--- config.mk ---
export PLATFORM = sky130hd
export DESIGN_NAME = iter_divider_flat
export DESIGN_NICKNAME = d
export VERILOG_FILES = /design/src/rtl/cpu_div_pkg.sv /design/src/rtl/iter_divider_if.sv /design/src/rtl/div_step.sv /design/src/rtl/iter_divider.sv /design/src/flat_wrapper.sv
export SDC_FILE = /design/constraint.sdc
export NUM_CORES = 1
export LEC_CHECK = 0
export ABC_AREA = 1
export CAP_MARGIN = 20
export CORE_ASPECT_RATIO = 1.75
export CORE_MARGIN = 2
export CORE_UTILIZATION = 53
export CTS_BUF_LIST = sky130_fd_sc_hd__clkbuf_2 sky130_fd_sc_hd__clkbuf_4 sky130_fd_sc_hd__clkbuf_8
export CTS_CLUSTER_DIAMETER = 100
export DETAILED_ROUTE_END_ITERATION = 8
export PLACE_DENSITY_LB_ADDON = 0.12
export SYNTH_ARGS = -nofsm -noshare
export SYNTH_HDL_FRONTEND = slang
export SYNTH_SLANG_ARGS = --single-unit
--- constraint.sdc ---
create_clock -name clk -period 2.2 [get_ports clk]
set_input_delay 0.55 -clock clk [delete_from_list [all_inputs] [get_ports clk]]
set_output_delay 0.55 -clock clk [all_outputs]
set_load 0.005 [all_outputs]
--- src/rtl/cpu_div_pkg.sv ---
// rtl/cpu_div_pkg.sv - shared constants and state encoding for the iterative divider
package cpu_div_pkg;

  localparam int DW    = 32;
  localparam int CNT_W = 6;

  localparam logic [DW-1:0] DIV0_QUOT = 32'hFFFF_FFFF;

  typedef enum logic [2:0] {
    IDLE = 3'd0,
    PREP = 3'd1,
    RUN  = 3'd2,
    FIX  = 3'd3,
    DONE = 3'd4
  } div_state_t;

endpackage

--- src/rtl/iter_divider_if.sv ---
// rtl/iter_divider_if.sv - request/response bundle between controller and divider
interface iter_divider_if;
  import cpu_div_pkg::*;

  logic          start;
  logic          is_signed;
  logic [DW-1:0] dividend;
  logic [DW-1:0] divisor;
  logic          busy;
  logic          done;
  logic [DW-1:0] quotient;
  logic [DW-1:0] remainder;
  logic          div_zero;

  modport master (
    output start, is_signed, dividend, divisor,
    input  busy, done, quotient, remainder, div_zero
  );

  modport slave (
    input  start, is_signed, dividend, divisor,
    output busy, done, quotient, remainder, div_zero
  );

endinterface

--- src/rtl/div_step.sv ---
// rtl/div_step.sv - one restoring division step: shift in a dividend bit, trial subtract
module div_step
  import cpu_div_pkg::*;
(
  input  logic [DW-1:0] r,
  input  logic          a_msb,
  input  logic [DW-1:0] abs_b,
  output logic [DW-1:0] r_next,
  output logic          q_bit
);

  logic [DW:0]   r_shift;
  logic [DW-1:0] diff;

  assign r_shift = {r, a_msb};
  // Low bits of the 33-bit difference are exact whenever the subtract is taken.
  assign diff    = r_shift[DW-1:0] - abs_b;
  assign q_bit   = (r_shift >= {1'b0, abs_b});
  assign r_next  = q_bit ? diff : r_shift[DW-1:0];

endmodule

--- src/rtl/iter_divider.sv ---
// rtl/iter_divider.sv - multi-cycle signed/unsigned restoring divider with leading-zero skip
module iter_divider
  import cpu_div_pkg::*;
(
  input  logic          clk,
  input  logic          rst_n,
  iter_divider_if.slave div,
  output logic [DW-1:0] clz_data,
  input  logic [31:0]   lz_count
);

  div_state_t       state;
  logic             sign_q;
  logic             sign_r;
  logic [DW-1:0]    abs_b;
  logic [DW-1:0]    dividend_q;
  logic [DW-1:0]    a_reg;
  logic [DW-1:0]    r_reg;
  logic [DW-1:0]    q_reg;
  logic [CNT_W-1:0] count;
  logic [CNT_W-1:0] lz;
  logic             busy_r;
  logic             done_r;
  logic             div_zero_r;
  logic [DW-1:0]    quotient_r;
  logic [DW-1:0]    remainder_r;
  logic [DW-1:0]    a_abs;
  logic [DW-1:0]    b_abs;
  logic [DW-1:0]    step_r;
  logic             step_q;

  assign a_abs = (div.is_signed && div.dividend[DW-1]) ? -div.dividend : div.dividend;
  assign b_abs = (div.is_signed && div.divisor[DW-1])  ? -div.divisor  : div.divisor;
  assign lz    = (lz_count > 32'(DW)) ? CNT_W'(DW) : lz_count[CNT_W-1:0];

  div_step u_step (
    .r      (r_reg),
    .a_msb  (a_reg[DW-1]),
    .abs_b  (abs_b),
    .r_next (step_r),
    .q_bit  (step_q)
  );

  always_ff @(posedge clk or negedge rst_n) begin
    if (!rst_n) begin
      state       <= IDLE;
      sign_q      <= 1'b0;
      sign_r      <= 1'b0;
      abs_b       <= '0;
      dividend_q  <= '0;
      clz_data    <= '0;
      a_reg       <= '0;
      r_reg       <= '0;
      q_reg       <= '0;
      count       <= '0;
      busy_r      <= 1'b0;
      done_r      <= 1'b0;
      div_zero_r  <= 1'b0;
      quotient_r  <= '0;
      remainder_r <= '0;
    end else begin
      done_r <= 1'b0;
      case (state)
        IDLE: begin
          if (div.start) begin
            sign_q     <= div.is_signed & (div.dividend[DW-1] ^ div.divisor[DW-1]);
            sign_r     <= div.is_signed & div.dividend[DW-1];
            abs_b      <= b_abs;
            dividend_q <= div.dividend;
            clz_data   <= a_abs;
            div_zero_r <= 1'b0;
            busy_r     <= 1'b1;
            state      <= PREP;
          end
        end
        PREP: begin
          if (abs_b == '0) begin
            q_reg      <= DIV0_QUOT;
            r_reg      <= dividend_q;
            div_zero_r <= 1'b1;
            state      <= FIX;
          end else if (lz == CNT_W'(DW)) begin
            q_reg <= '0;
            r_reg <= '0;
            state <= FIX;
          end else begin
            // Skip the leading-zero iterations: they would only shift in zero quotient bits.
            a_reg <= clz_data << lz;
            r_reg <= '0;
            q_reg <= '0;
            count <= CNT_W'(DW) - lz;
            state <= RUN;
          end
        end
        RUN: begin
          r_reg <= step_r;
          q_reg <= {q_reg[DW-2:0], step_q};
          a_reg <= {a_reg[DW-2:0], 1'b0};
          count <= count - CNT_W'(1);
          if (count == CNT_W'(1)) begin
            state <= FIX;
          end
        end
        FIX: begin
          if (div_zero_r) begin
            quotient_r  <= q_reg;
            remainder_r <= r_reg;
          end else begin
            quotient_r  <= sign_q ? -q_reg : q_reg;
            remainder_r <= sign_r ? -r_reg : r_reg;
          end
          busy_r <= 1'b0;
          done_r <= 1'b1;
          state  <= DONE;
        end
        DONE: begin
          state <= IDLE;
        end
        default: begin
          state <= IDLE;
        end
      endcase
    end
  end

  assign div.busy      = busy_r;
  assign div.done      = done_r;
  assign div.div_zero  = div_zero_r;
  assign div.quotient  = quotient_r;
  assign div.remainder = remainder_r;

endmodule

--- src/flat_wrapper.sv ---
// flat-port wrapper written by rule: the top's interface ports become plain ports
module iter_divider_flat import cpu_div_pkg::*;
  (clk, rst_n, clz_data, lz_count, div_start, div_is_signed, div_dividend, div_divisor, div_busy, div_done, div_quotient, div_remainder, div_div_zero);
  iter_divider_if div_i ();
  input  logic clk;
  input  logic rst_n;
  output logic [DW-1:0] clz_data;
  input  logic [31:0] lz_count;
  input wire logic [$bits(div_i.start)-1:0] div_start;
  input wire logic [$bits(div_i.is_signed)-1:0] div_is_signed;
  input wire logic [$bits(div_i.dividend)-1:0] div_dividend;
  input wire logic [$bits(div_i.divisor)-1:0] div_divisor;
  output wire logic [$bits(div_i.busy)-1:0] div_busy;
  output wire logic [$bits(div_i.done)-1:0] div_done;
  output wire logic [$bits(div_i.quotient)-1:0] div_quotient;
  output wire logic [$bits(div_i.remainder)-1:0] div_remainder;
  output wire logic [$bits(div_i.div_zero)-1:0] div_div_zero;
  assign div_i.start = div_start;
  assign div_i.is_signed = div_is_signed;
  assign div_i.dividend = div_dividend;
  assign div_i.divisor = div_divisor;
  assign div_busy = div_i.busy;
  assign div_done = div_i.done;
  assign div_quotient = div_i.quotient;
  assign div_remainder = div_i.remainder;
  assign div_div_zero = div_i.div_zero;
  iter_divider u_core (.clk(clk), .rst_n(rst_n), .div(div_i), .clz_data(clz_data), .lz_count(lz_count));
endmodule
==> results of run 1 <==
==> timing repair <==
item / in CTS / in global routing
hold buffers: 1 / 0
endpoints found under the setup margin: 129 / 129
pin swaps: 83 / 109
resized for setup: 290 / 267
gates cloned: 10 / 7
buffers inserted: 80 / 36
hold endpoints to repair: 47 / 0
==> worst max-delay path, stage by stage, from the launching register on <==
cell	delay, ns
dfrtp_1	0.42
inv_1	0.25
nand3_2	0.29
nor3b_2	0.35
nand4_1	0.24
buf_6	0.21
nand3_4	0.09
buf_12	0.14
inv_12	0.04
buf_12	0.13
buf_8	0.13
o211ai_1	0.13
o21ai_1	0.15
==> cells by family (layout without fill, tap and decap cells) <==
group | count (synthesis) | count (layout) | synth area share (%)
AOI/OAI and AO/OA | 487 | 487 | 16.80
xor gates and xnor gates | 100 | 100 | 4.923
adders and majority gates | 40 | 40 | 2.855
buffers and inverters | 389 | 1082 | 8.650
DFF | 269 | 269 | 37.83
other | 0 | 3 | 0
and+or+nand+nor | 1173 | 1173 | 28.94
==> area by class of cell <==
type / instances / area, um2
multi-input combinational: 1800 / 11280
timing repair buffer: 735 / 6815
sequential: 269 / 6769
fill: 1965 / 5704
inverter: 275 / 1081
clock buffer: 64 / 793.3
tap: 405 / 506.7
clock inverter: 7 / 62.56
timing repair inverter: 1 / 11.26
antenna: 3 / 7.507
==> cell usage after synthesis, types with 3 or more instances <==
library cell    n  share of area (%)
nand2_1       532                 11
dfrtp_1       269                 38
nand3_1       265                7.5
inv_1         263                5.5
nor2_1        223                4.7
o21ai_0       197                5.5
a21oi_1       115                3.2
clkbuf_1       78                1.6
xor2_1         78                3.8
nand4_1        67                2.4
ha_1           39                2.7
o221ai_1       34                1.7
nor3_1         29               0.82
o211ai_1       25                1.1
o22ai_1        23               0.81
xnor2_1        22                1.1
buf_2          18               0.51
o21bai_1       15               0.63
a2bb2oi_2      14                1.2
nor4_1         14               0.49
or2_2          12               0.42
a31oi_1        11               0.39
inv_2           9               0.19
o21ai_1         9               0.25
a31o_2          8               0.39
buf_1           8               0.17
buf_4           6               0.25
o21a_1          6               0.25
nand3b_1        5               0.21
nor2_2          5               0.18
o31ai_1         5               0.21
a21boi_0        4               0.17
o41ai_1         4               0.20
a21boi_1        3               0.13
a22oi_1         3               0.13
and3_1          3               0.11
buf_6           3               0.19
clkinv_1        3              0.063
==> per-stage QoR <==
step                      hold slack (ns)  utilization [%]  setup TNS [ns]  power [mW]  cells
after CTS                          0.4817            78.67          -9.148       37.71   3522
after detailed placement           0.4656            71.03          -67.87       29.08   3361
after floorplan                    0.2544                -          -5.794       18.81   2458
after global placement             0.4574            71.03          -62.26       28.55   3361
final                              0.4720            82.73          -36.54       42.54   3559
after global routing               0.5130            82.73          -47.02       44.26   3559
==> where the power goes <==
part / switching, mW / internal (mW) / leakage, nW
Sequential: 2.04 / 6.71 / 3.47
Clock: 2.22 / 2.41 / 0.458
Combinational: 16.0 / 13.2 / 9.03
==> metal layers <==
metal  vias up  part of all wire (%)
li1       9620                     -
met1     10554                    31
met2      1688                    48
met3       731                   9.4
met4         2                    12
met5         -                 0.016
==> worst min-delay path by stage <==
stage                                       start  cells after the start                       to
after floorplan                             rst_n                      0          u_core.a_reg[0]
after global placement            u_core.div.busy                      2          u_core.div.busy
after detailed placement  u_core.div.quotient[28]                      2  u_core.div.quotient[28]
after CTS                 u_core.div.quotient[28]                      2  u_core.div.quotient[28]
after global routing      u_core.div.quotient[28]                      2  u_core.div.quotient[28]
final                             div_dividend[2]                      3     u_core.dividend_q[2]
==> run_results.csv, run 1 <==
group,metric,value,unit
outcome,outcome,"finished, violations left",
outcome,violations,"setup timing",
final_layout,final_common_cell,"nand2_1",
floorplan,fp.coreArea,33030,um2
timing,rsz0062_at_grt,"yes",
power_and_ir_drop,irDropWorstVdd,0.9545,mV
setup_path,startpoint_type,"flip-flop",
drt,dr_total_vias,22595,
yosys,ys_seq_area_share,37.83,%
yosys,synth_area_per_cell,7.238,um2
timing,fin_crit_sh,124.5,%
drt,drt_iter0_drc,2465,
setup_path,worstPathRequired,2.64,ns
timing,hold_violations,0,
place,pre_cts_slack,-0.9354,ns
timing,setup_viol,132,
global_routing,grt_pass1_wl,119800,um
final_layout,synthToLayoutAreaGrowth,53.59,%
global_routing,antenna_found_initial,4,
place,dpl.hpwl,55530,um
final_layout,drive_above_1_share,32.09,%
place,gp_congestion,1.011,
cts,clock-root-buffer,"clkbuf_8",
global_routing,overflow,0,
setup_path,worst_r2r_startpoint,"u_core.state[2]",
timing,relSlewSlack,58.39,%
drt,dr.pass1.iters,7,
place,io_buffers,198,
yosys,ys_types,61,
floorplan,ios,199,
setup_path,regToRegEndpoint,"u_core.count[1]",
floorplan,design.die.area,35110,um2
timing,slew_violations,0,
global_routing,grtUsageMet1,43.96,%
timing,fmax,365.1,MHz
global_routing,gr-usage-met3,9.543,%
cts,cts_max_level,2,
cts,clock_path_buffers,3,
power_and_ir_drop,p_per_area,1557,nW/um2
yosys,yosys_warnings,0,
setup_path,cp-end-kind,"flip-flop",
timing,setup_ws,-0.5388,ns
setup_path,endpoint,"u_core.count[1]",
timing,skew,0.03903,ns
yosys,syn_area,17790,um2
power_and_ir_drop,leakage,12.97,nW
cts,clk_latency,0.60,ns
flow_run,cap_violations,0,
drt,ant_nets,0,
drt,routedWlPerCell,24.21,um
setup_path,reg2reg_slack,-0.54,ns
drt,routed_wl,86180,um
setup_path,crit_fanout,6,
cts,cts_buffers,42,
floorplan,die_height,246.4,um
yosys,syn-num-nets,2598,
yosys,async_flop_share,100.0,%
cts,cts_tree,"done",
floorplan,fp-row-count,88,
setup_path,critPathKind,"flip-flop to flip-flop",
yosys,synth_edf_count,0,
global_routing,grt_pass1_vias,22023,
timing,tightest_slew,0.6235,ns
drt,drcViolationCount,0,
yosys,ys.flop_type,"dfrtp_1",
final_layout,nNetsFinal,3264,
global_routing,met2_usage,78.49,%
setup_path,cp.arrival,3.17,ns
cts,clock-sinks,269,
worst_hold_path,hold_class,"input pin to flip-flop",
setup_path,startpoint,"u_core.state[2]",
timing,fin_crit,2.739,ns
global_routing,grt-busiest-layer,"met2",
setup_path,r2r_cells,12,
yosys,yosys_register_bits,269,
yosys,syn_inst,2458,
floorplan,die_w,142.5,um
final_layout,fin_area,27330,um2
global_routing,grt_max_degree,86,
drt,vias_per_cell,6.349,
place,place_area,23460,um2
final_layout,mostFrequentLayoutCells,"nand2_1 (482), buf_4 (455), dfrtp_1 (239), inv_1 (236), nand3_1 (216)",
floorplan,initial_core_util,53.86,%
cts,clk_pin_slew,0.07,ns
global_routing,grt_use_total,44.76,%
No activity file was read; power rests on OpenSTA's default activity.
==> inputs of run 2 (changes only) <==
SKIP_CTS_REPAIR_TIMING = 1   (was default)
==> run_results.csv, run 2 (synthesized netlist as in run 1, its figures left out) <==
group,metric,value,unit
outcome,outcome,"finished, violations left",
outcome,violations,"setup timing",
timing,setup_ws,-0.3768,ns
drt,vias_per_cell,6.043,
cts,clock-root-buffer,"clkbuf_8",
worst_hold_path,hold_class,"input pin to flip-flop",
global_routing,grt_max_degree,86,
cts,clock-sinks,269,
final_layout,nNetsFinal,3198,
timing,fmax,388.1,MHz
timing,setup_viol,85,
drt,routed_wl,76160,um
floorplan,fp-row-count,88,
cts,clk_pin_slew,0.07,ns
setup_path,cp-end-kind,"flip-flop",
drt,met3WireLength,5017,um
floorplan,ios,199,
final_layout,drive_above_1_share,30.41,%
power_and_ir_drop,leakage,12.56,nW
setup_path,cp.arrival,3.06,ns
cts,cts_tree,"done",
cts,cts_max_level,2,
flow_run,cap_violations,0,
global_routing,grt_pass1_wl,109700,um
timing,hold_violations,0,
drt,drt_iter0_drc,1751,
global_routing,antenna_found_initial,2,
drt,drcViolationCount,0,
final_layout,fill_cells,2154,
drt,dr.pass1.iters,7,
setup_path,critPathKind,"flip-flop to flip-flop",
place,place_area,23460,um2
timing,relSlewSlack,60.74,%
final_layout,final_common_cell,"nand2_1",
timing,holdWs,0.4367,ns
global_routing,grt_pass1_vias,20318,
final_layout,multi_input_comb_area,11080,um2
drt,routedWlPerCell,21.81,um
power_and_ir_drop,p_per_area,1461,nW/um2
final_layout,fin_area,26380,um2
cts,cts_buffers,42,
drt,met1Wirelength,25120,um
floorplan,initial_core_util,53.86,%
power_and_ir_drop,irDropWorstVdd,0.7400,mV
place,io_buffers,198,
setup_path,startpoint_type,"flip-flop",
drt,dr_total_vias,21097,
final_layout,mostFrequentLayoutCells,"nand2_1 (474), buf_4 (420), dfrtp_1 (240), inv_1 (239), nand3_1 (191)",
power_and_ir_drop,power,38.53,mW
global_routing,overflow,0,
timing,rsz0062_at_grt,"yes",
place,dpl.hpwl,55530,um
setup_path,worstPathRequired,2.69,ns
final_layout,synthToLayoutAreaGrowth,48.27,%
timing,fin_crit_sh,117.1,%
floorplan,die_height,246.4,um
floorplan,design.die.area,35110,um2
timing,fin_crit,2.577,ns
timing,tightest_slew,0.5844,ns
drt,ant_nets,0,
final_layout,regArea,6768,um2
cts,clk_latency,0.60,ns
drt,route.met2.wl,38480,um
setup_path,crit_fanout,8,
cts,clock_path_buffers,3,
place,gp_congestion,1.011,
floorplan,die_w,142.5,um
drt,top_layer,"met4",
global_routing,grt_use_total,40.83,%
floorplan,fp.coreArea,33030,um2
timing,skew,0.03647,ns
timing,slew_violations,0,
-- run 2: changes by cell type in the layout (fill, tap and decap cells not counted), moves of 10 or more --
cell	previous run	this run
o21ai_0	138	155
dlymetal6s2s_1	6	21
clkdlybuf4s50_1	160	176
nand3_2	39	67
or2_4	12	1
buf_6	27	17
clkdlybuf4s15_1	11	0
or2_2	0	11
nand3_1	216	191
nand2_4	24	13
buf_4	455	420
dlygate4sd2_1	15	0
nand2_2	29	47
-- run 2: routing by layer --
layer | vias up | global-route usage, %
met5 | - | 0
met4 | 0 | 30.26
met3 | 420 | 6.453
met2 | 1186 | 73.80
met1 | 10019 | 41.83
li1 | 9472 | -
-- run 2: worst max-delay path, cell delays in order (launching register included) --
cell and delay [ns]:
dfrtp_1 0.45, ha_4 0.32, nand2_4 0.07, nor2_4 0.16, inv_1 0.05, nor2_1 0.08, inv_1 0.06, o211ai_1 0.42
nand2_2 0.17, nand2_8 0.21, clkbuf_16 0.20, nand2_2 0.04, a31o_2 0.22
-- run 2: where the power goes --
part	switching, mW	internal (mW)	leakage [nW]	total, mW
clock	2.09	2.41	0.458	4.50
combinational	14.1	11.4	8.63	25.5
sequential	1.83	6.72	3.48	8.54
-- run 2: final timing paths --
check                           cells past startpoint                 endpoint                    start  slack, ns
max in group asynchronous                           3       u_core.clz_data[6]                    rst_n       0.93
worst max-delay path                               12         u_core.r_reg[10]         u_core.r_reg[23]      -0.38
worst max register to register                     12         u_core.r_reg[10]         u_core.r_reg[23]      -0.38
worst min-delay path                                5       u_core.clz_data[3]          div_dividend[3]       0.44
worst min register to register                      2  u_core.div.remainder[2]  u_core.div.remainder[2]       0.49
min in group asynchronous                           2          u_core.r_reg[7]                    rst_n       0.47
-- run 2: metrics by stage --
stage	util, %	cells	TNS, ns	setup slack [ns]
after floorplan	-	2458	-5.794	-0.2013
after global placement	71.03	3361	-62.26	-0.8465
after detailed placement	71.03	3361	-67.87	-0.9354
after CTS	73.62	3432	-30.20	-0.5215
after global routing	79.86	3491	-24.85	-0.4289
final	79.86	3491	-17.79	-0.3768
-- run 2: cell type report --
class	instances	area share, %
clock inverter	7	0.2371
antenna	1	0.009486
timing repair buffer	670	23.12
sequential	269	25.65
clock buffer	64	3.007
multi-input combinational	1800	42.02
inverter	275	4.031
tap	405	1.921
==> inputs of run 3 (changes only) <==
ABC_CLOCK_PERIOD_IN_PS = 2200   (was default)
CORE_MARGIN = 5   (was 2)
CTS_CLUSTER_DIAMETER = default   (was 100)
==> run_results.csv, run 3 (synthesized netlist as in run 1, its figures left out) <==
group,metric,value,unit
setup_path,crit_cells,12,
setup_path,reg2reg_slack,-0.43,ns
cts,cts_buffers,41,
global_routing,overflow,0,
timing,setup_tns,-16.66,ns
cts,clk_latency,0.59,ns
cts,clock-root-buffer,"clkbuf_8",
timing,fin_crit_sh,119.7,%
floorplan,fp-row-count,88,
power_and_ir_drop,p_per_area,1524,nW/um2
drt,drcViolationCount,0,
power_and_ir_drop,irDropWorstVdd,0.9051,mV
setup_path,crit_buf_inv,3,
setup_path,cp_slowest_cell,"dfrtp_1",
setup_path,cp-end-kind,"flip-flop",
timing,setup_ws,-0.4340,ns
drt,dr.pass1.iters,6,
final_layout,synthToLayoutAreaGrowth,51.60,%
timing,fin_crit,2.634,ns
floorplan,fp.coreArea,33030,um2
global_routing,grt_max_degree,84,
final_layout,fill_cells,2144,
power_and_ir_drop,leakage,12.97,nW
floorplan,die_height,252.4,um
worst_hold_path,min_path_cells,4,
place,place_area,23560,um2
setup_path,cp.arrival,3.09,ns
floorplan,die_w,148.5,um
final_layout,mostFrequentLayoutCells,"nand2_1 (461), buf_4 (440), dfrtp_1 (240), inv_1 (230), nand3_1 (210)",
drt,routedWlPerCell,22.10,um
flow_run,cap_violations,0,
timing,rsz0062_at_grt,"yes",
timing,hold_violations,0,
timing,setup_viol,88,
timing,fmax,379.7,MHz
drt,drt_iter0_drc,1659,
cts,clk_pin_slew,0.07,ns
floorplan,ios,199,
cts,cts_tree,"done",
timing,tightest_slew,0.6336,ns
setup_path,worstPathRequired,2.65,ns
global_routing,grt-busiest-layer,"met2",
outcome,violations,"setup timing",
global_routing,grtUsageMet1,38.59,%
setup_path,cpPeakStageDelay,0.40,ns
global_routing,met2_usage,67.50,%
final_layout,regArea,6768,um2
global_routing,antenna_found_initial,2,
drt,vias_per_cell,6.075,
cts,clock_path_buffers,3,
place,io_buffers,198,
global_routing,grt_pass1_wl,109200,um
setup_path,crit_chain,"inv_2 -> ha_4 -> a21oi_1 -> o21ai_1 -> a21oi_1 -> o211ai_1 -> nand2_1 -> nand2_4 -> buf_12 -> clkbuf_16 -> o21ai_0 -> o21bai_1",
setup_path,regToRegEndpoint,"u_core.r_reg[26]",
drt,routed_wl,78300,um
drt,dr_total_vias,21525,
final_layout,drive_above_1_share,31.95,%
setup_path,crit_fanout,8,
global_routing,grt_pass1_vias,20488,
final_layout,fin_area,26970,um2
drt,ant_nets,0,
setup_path,critPathKind,"flip-flop to flip-flop",
setup_path,worst_r2r_startpoint,"u_core.abs_b[24]",
global_routing,gr-usage-met3,4.790,%
setup_path,r2r_cells,12,
final_layout,nNetsFinal,3248,
worst_hold_path,hold_class,"input pin to flip-flop",
floorplan,design.die.area,37480,um2
cts,clock-sinks,269,
global_routing,grt_use_total,37.05,%
place,dpl.hpwl,55850,um
setup_path,startpoint_type,"flip-flop",
final_layout,multi_input_comb_area,11090,um2
setup_path,endpoint,"u_core.r_reg[26]",
cts,cts_max_level,2,
floorplan,initial_core_util,53.86,%
final_layout,final_common_cell,"nand2_1",
outcome,outcome,"finished, violations left",
setup_path,crit_top_cell,"a21oi_1",
setup_path,cp_top_family,"compound AO/OA/AOI/OAI gates",
timing,skew,0.03262,ns
place,gp_congestion,1.061,
setup_path,startpoint,"u_core.abs_b[24]",
timing,relSlewSlack,57.76,%
timing,slew_violations,0,
run 3: cell types whose count changed in the layout (fill, tap and decap cells not counted), sizes merged:
| cell | previous run | this run |
|---|---|---|
| buf | 466 | 513 |
| clkdlybuf4s50 | 176 | 165 |
| dlymetal6s2s | 21 | 32 |
| inv | 271 | 274 |
| clkbuf | 70 | 72 |
| clkinvlp | 2 | 0 |
| bufinv | 1 | 2 |
| diode | 1 | 2 |
run 3: report_power, final:
part | leakage, nW | total, mW | internal (mW) | switching [mW]
registers | 3.48 | 8.51 | 6.71 | 1.79
clock network | 0.480 | 4.69 | 2.57 | 2.12
logic | 9.01 | 27.9 | 12.8 | 15.1
total | 13.0 | 41.1 | 22.1 | 19.0
run 3: routing by layer:
layer,wire length (um),vias to the layer above,part of all wire [%]
met3,5231,482,6.7
met2,39500,1274,50
li1,-,9573,-
met4,8014,2,10
met1,25530,10194,33
met5,20,-,0.026
run 3: area by class of cell:
cell class	instances	area share [%]
repair buffers	720	24.58
diodes	2	0.01855
multi-input cells	1800	41.12
repair inverters	1	0.04175
flip-flops and latches	269	25.09
clock buffers	63	2.983
inverters	275	3.920
clock inverters	8	0.3618
well taps	405	1.879
run 3: stage by stage:
| step | std cells | worst slack, ns | util [%] | power (mW) | hold WS (ns) |
|---|---|---|---|---|---|
| 2_1_floorplan | 2458 | -0.2013 | - | 18.81 | 0.2544 |
| 3_3_place_gp | 3382 | -0.9059 | 71.31 | 28.82 | 0.4657 |
| 3_5_place_dp | 3382 | -0.9004 | 71.31 | 29.35 | 0.4715 |
| 4_1_cts | 3453 | -0.4755 | 74.05 | 34.11 | -0.09738 |
| 5_1_grt | 3542 | -0.5184 | 81.65 | 43.03 | 0.4484 |
| 6_report | 3543 | -0.4340 | 81.66 | 41.11 | 0.4312 |
run 3: worst reg2reg max path, delay by kind of cell, from the launching register on:
kind,cells,cell delay [ns]
AO/OA/AOI/OAI,6,1.10
buffers and inverters,3,0.46
adder cells (fa/ha/maj),1,0.22
AND/OR/NAND/NOR,2,0.33
flip-flops,1,0.40
run 3: how the worst min path moves through the flow:
stage	start	endpoint	slack, ns
after detailed placement	u_core.div.quotient[28]	u_core.div.quotient[28]	0.47
after global routing	div_dividend[0]	u_core.dividend_q[0]	0.45
after floorplan	rst_n	u_core.a_reg[0]	0.25
after global placement	u_core.div.quotient[28]	u_core.div.quotient[28]	0.47
final	div_dividend[0]	u_core.dividend_q[0]	0.43
after CTS	rst_n	u_core.r_reg[10]	-0.1
